--- src/rtl/shift_deserializer_ctrl.sv ---
// LSB-first serial-to-parallel frame controller.
// Fills a SIZE-bit shift register and holds each word on a valid/ready port.
module shift_deserializer_ctrl #(
  parameter int SIZE      = 8,
  parameter int CNT_WIDTH = 4
) (
  input  logic                 clk,
  input  logic                 reset,
  input  logic                 start,
  input  logic                 in,
  input  logic                 in_valid,
  input  logic                 out_ready,
  output logic [SIZE-1:0]      out,
  output logic                 out_valid,
  output logic                 busy,
  output logic                 overrun,
  output logic [CNT_WIDTH-1:0] bit_count
);

  localparam logic [1:0] IDLE  = 2'd0;
  localparam logic [1:0] SHIFT = 2'd1;
  localparam logic [1:0] HOLD  = 2'd2;

  localparam logic [CNT_WIDTH-1:0] LAST = CNT_WIDTH'(SIZE - 1);

  logic [1:0]           state_q, state_d;
  logic [SIZE-1:0]      out_q, out_d;
  logic [CNT_WIDTH-1:0] cnt_q, cnt_d;
  logic                 ovr_q, ovr_d;

  always_comb begin
    state_d = state_q;
    out_d   = out_q;
    cnt_d   = cnt_q;
    ovr_d   = ovr_q;
    unique case (state_q)
      IDLE: begin
        if (start) begin
          state_d = SHIFT;
          cnt_d   = '0;
          ovr_d   = 1'b0;
        end
      end
      SHIFT: begin
        if (in_valid) begin
          out_d = {in, out_q[SIZE-1:1]};
          cnt_d = cnt_q + 1'b1;
          if (cnt_q == LAST) state_d = HOLD;
        end
      end
      HOLD: begin
        if (in_valid) ovr_d = 1'b1;
        // an accepted start clears overrun even if a bit arrives that edge
        if (out_ready) begin
          if (start) begin
            state_d = SHIFT;
            cnt_d   = '0;
            ovr_d   = 1'b0;
          end else begin
            state_d = IDLE;
          end
        end
      end
      default: state_d = IDLE;
    endcase
  end

  always_ff @(posedge clk) begin
    if (reset) begin
      state_q <= IDLE;
      out_q   <= '0;
      cnt_q   <= '0;
      ovr_q   <= 1'b0;
    end else begin
      state_q <= state_d;
      out_q   <= out_d;
      cnt_q   <= cnt_d;
      ovr_q   <= ovr_d;
    end
  end

  assign out       = out_q;
  assign out_valid = (state_q == HOLD);
  assign busy      = (state_q == SHIFT);
  assign overrun   = ovr_q;
  assign bit_count = cnt_q;

endmodule

--- config.mk ---
export PLATFORM = sky130hd
export DESIGN_NAME = shift_deserializer_ctrl
export DESIGN_NICKNAME = d
export VERILOG_FILES = /design/src/rtl/shift_deserializer_ctrl.sv
export SDC_FILE = /design/constraint.sdc
export NUM_CORES = 1
export LEC_CHECK = 0
export BUFFER_PORTS_ARGS = -buffer_cell sky130_fd_sc_hd__buf_4
export CORE_MARGIN = 2
export CORE_UTILIZATION = 46
export CTS_CLUSTER_SIZE = 20
export DETAILED_ROUTE_END_ITERATION = 16
export PLACE_DENSITY = 0.73
export RECOVER_POWER = 100
export SLEW_MARGIN = 10
export SYNTH_ARGS = -nofsm -noshare
export SYNTH_HDL_FRONTEND = slang
export SYNTH_SLANG_ARGS = --single-unit
--- constraint.sdc ---
create_clock -name clk -period 1.31 [get_ports clk]
set_input_delay 0.131 -clock clk [delete_from_list [all_inputs] [get_ports clk]]
set_output_delay 0.131 -clock clk [all_outputs]
set_load 0.1 [all_outputs]
==> reports/results.txt <==
Post-CTS Hold Fix Bufs -> 0
Htree depth -> 1
Setup TNS -> 0 ns
R2r startpoint -> bit_count[0]
Slowest Stage Delay on Critical Path -> 0.41 ns
R2r endpoint -> state_q[1]
Hold Path Cell Cnt -> 3
Seq/Total Area, Yosys -> 47.8%
Placed cell count -> 110
Residual DRC -> 0
GRT Util Overall -> 18.6%
Critical path buffers and inverters -> 1
Setup Viol. Count Final -> 0
Initial DRT Pass Iterations -> 4
RePlAce Congestion -> 0.752
Synthesis-to-layout area growth -> 33.3%
Worst VDD drop -> 654 uV
Avg Cell Area, Syn -> 8.37 um2
F_max -> 791 MHz
Crit Path Max Fanout -> 6
Boundary Pins -> 21
Worst Path Required -> 1.18 ns
Pre-CTS WS -> 0.165 ns
Crit-path leading delay family -> flip-flops
Slew at the pin with the worst max-slew slack -> 0.487 ns
# rows -> 13
Seq cells post-synth -> 15
Leak pwr -> 0.340 nW
Library cells used by synthesis -> 25
Total Wirelength -> 1350 um
Synth Instances -> 75
Synth warn -> 0
EDFF count, synth -> 0
Worst Skew -> 0.00362 ns
Final cycle utilization of the critical path -> 96.5%
Cells along the critical path -> and2b_2 -> buf_6
Vias per cell -> 5.40
Via count -> 616
Vias in the first global route -> 483
Clock Latency Late Sink -> 0.28 ns
Worst Hold End -> out[7]
PwrDens -> 1020 nW/um2
DP Wirelength -> 985 um
CTS Sinks -> 15
Share of layout cells above drive strength 1 -> 36.4%
Critical path arrival -> 1.13 ns
Hold_sp -> in
CTS Buffer Depth -> 2
Die Ht -> 41.0 um
Syn nets -> 82
Die area -> 1680 um2
Hold Vio Cnt, Final -> 0
Initial antenna violation count -> 0
Core box area -> 1280 um2
Post-CTS setup buffer count -> 0
Total power -> 0.000853 W
DR WL/cell -> 11.9 um
Cts bufs inserted -> 3
R2R cell count -> 4
Slew Limit Fails -> 0
Status -> completed
Post-layout util -> 65.1%
Area share of the leading cell type in the synthesized netlist -> 47.8%
First-pass GRT wire length -> 2040 um
Cell Count, Final, Fillers Out -> 114
Worst Slack Setup Final -> 0.0459 ns
Post-DRT Antenna Nets -> 0
Synth top cells by count -> nand2_1 (19), dfxtp_1 (15), a21oi_1 (13), nand2b_1 (4), nor3_1 (3)
Synth top area cells -> dfxtp_1 (48%), nand2_1 (11%), a21oi_1 (10%), nand2b_1 (4.0%), nor3_1 (2.4%)
R2R Setup Slk -> 0.11 ns
GRT overflow -> 0
Crit path max-delay cell type -> dfxtp_1
Yosys top cell by area -> dfxtp_1
Relative slew margins -> 67.8%
Clock root cell -> clkbuf_4
# nets final -> 107
Die Span X -> 41.0 um
Crit path from -> state_q[1]
Buffers on Ports -> 20
Pin count of the biggest net entering global routing -> 16
Top-count cell post-synth -> nand2_1
RSZ-0062 raised after global routing -> false
Async SR Flop Fraction -> 0%
Type of the most critical hold path -> primary input to register
CP Capture Type -> output port
Primary FF master, synth -> dfxtp_1
Tmin final -> 1.26 ns
Setup Crit Path Kind -> register to output port
Clock slew at reported path FFs -> 0.09 ns
DR iter-0 viols -> 15
Initial Utilization -> 48.9%
CTS tree -> built
ANT cells -> 0
Max-cap viol count -> 0
Synthesized cell area -> 628 um2
CP startpoint kind -> register
[logic make-up after synthesis]
kind of cell | share of synthesized area [%]
flops | 47.8
fa+ha+maj | 1.99
buf+inv | 3.78
compound gates | 18.9
simple gates | 27.5
[worst min-delay path, delay by kind of cell]
kind / cells / cell delay (ns)
compound gates: 1 / 0.05
buf+inv: 1 / 0.11
simple gates: 1 / 0.04
[worst max path at each step]
stage               slack, ns         end  cells past startpoint
detailed placement       0.17  state_q[1]                      4
global placement         0.17  state_q[1]                      4
CTS                    0.0002   out_valid                      2
floorplan               -0.04  state_q[1]                      4
global route             0.02   out_valid                      2
finish                   0.05   out_valid                      2
[state kept, by name, summed over array words and instances, names as in the netlist]
| signal | count |
|---|---|
| bit_count | 4 |
| overrun | 1 |
| state_q | 2 |
| out | 8 |
[cell type report]
| class | instances | area, um2 |
|---|---|---|
| fillers | 129 | 448 |
| flip-flops and latches | 15 | 314 |
| multi-input cells | 56 | 313 |
| repair buffers | 23 | 160 |
| clock buffers | 3 | 22.5 |
| well taps | 15 | 18.8 |
| clock inverters | 1 | 5.00 |
| inverters | 1 | 3.75 |
[placed cells by master, fill, tap and decap left out]
cell type	n
nand3b_1	1
o21ai_1	1
a21oi_1	13
and3b_1	1
o221ai_1	1
ha_1	1
nand3_1	1
nor2b_1	1
nand2b_1	3
a41oi_1	1
nor2_1	1
nand2b_4	1
nand2_1	18
and2b_2	1
nor3_1	3
or4_1	1
dfxtp_2	2
dfxtp_4	3
buf_2	7
clkbuf_4	9
a311oi_1	1
dfxtp_1	10
nand2_2	2
o21a_1	1
buf_6	2
o211ai_1	2
inv_1	1
buf_4	7
or3_1	1
clkbuf_2	1
clkinv_2	1
[report_power, final]
| part | internal (W) | switching [W] |
|---|---|---|
| Clock | 0.000113 | 0.000155 |
| Combinational | 0.0000362 | 0.0000824 |
| Sequential | 0.000458 | 0.00000829 |
[through the flow]
step / hold WS, ns / instance area [um2]
floorplan: 0.196 / 656
global placement: 0.379 / 827
CTS: 0.0987 / 858
finish: 0.0925 / 837
detailed placement: 0.400 / 827
global route: 0.0903 / 837
[routing by layer]
| layer | vias up | global-route usage (%) | wire, um | share of wire (%) |
|---|---|---|---|---|
| li1 | 311 | - | - | - |
| met1 | 288 | 27.2 | 672 | 50 |
| met2 | 13 | 25.4 | 604 | 45 |
| met3 | 4 | 3.26 | 53 | 3.9 |
| met4 | 0 | 10.0 | 22 | 1.6 |
| met5 | - | 0 | 0 | 0 |
[repair_timing]
item                       in CTS  in global routing
resized for setup               1                  4
setup endpoints to repair       1                  2
pin swaps                       0                  0
gates cloned                    0                  0
Power figures use the tool's default switching activity.
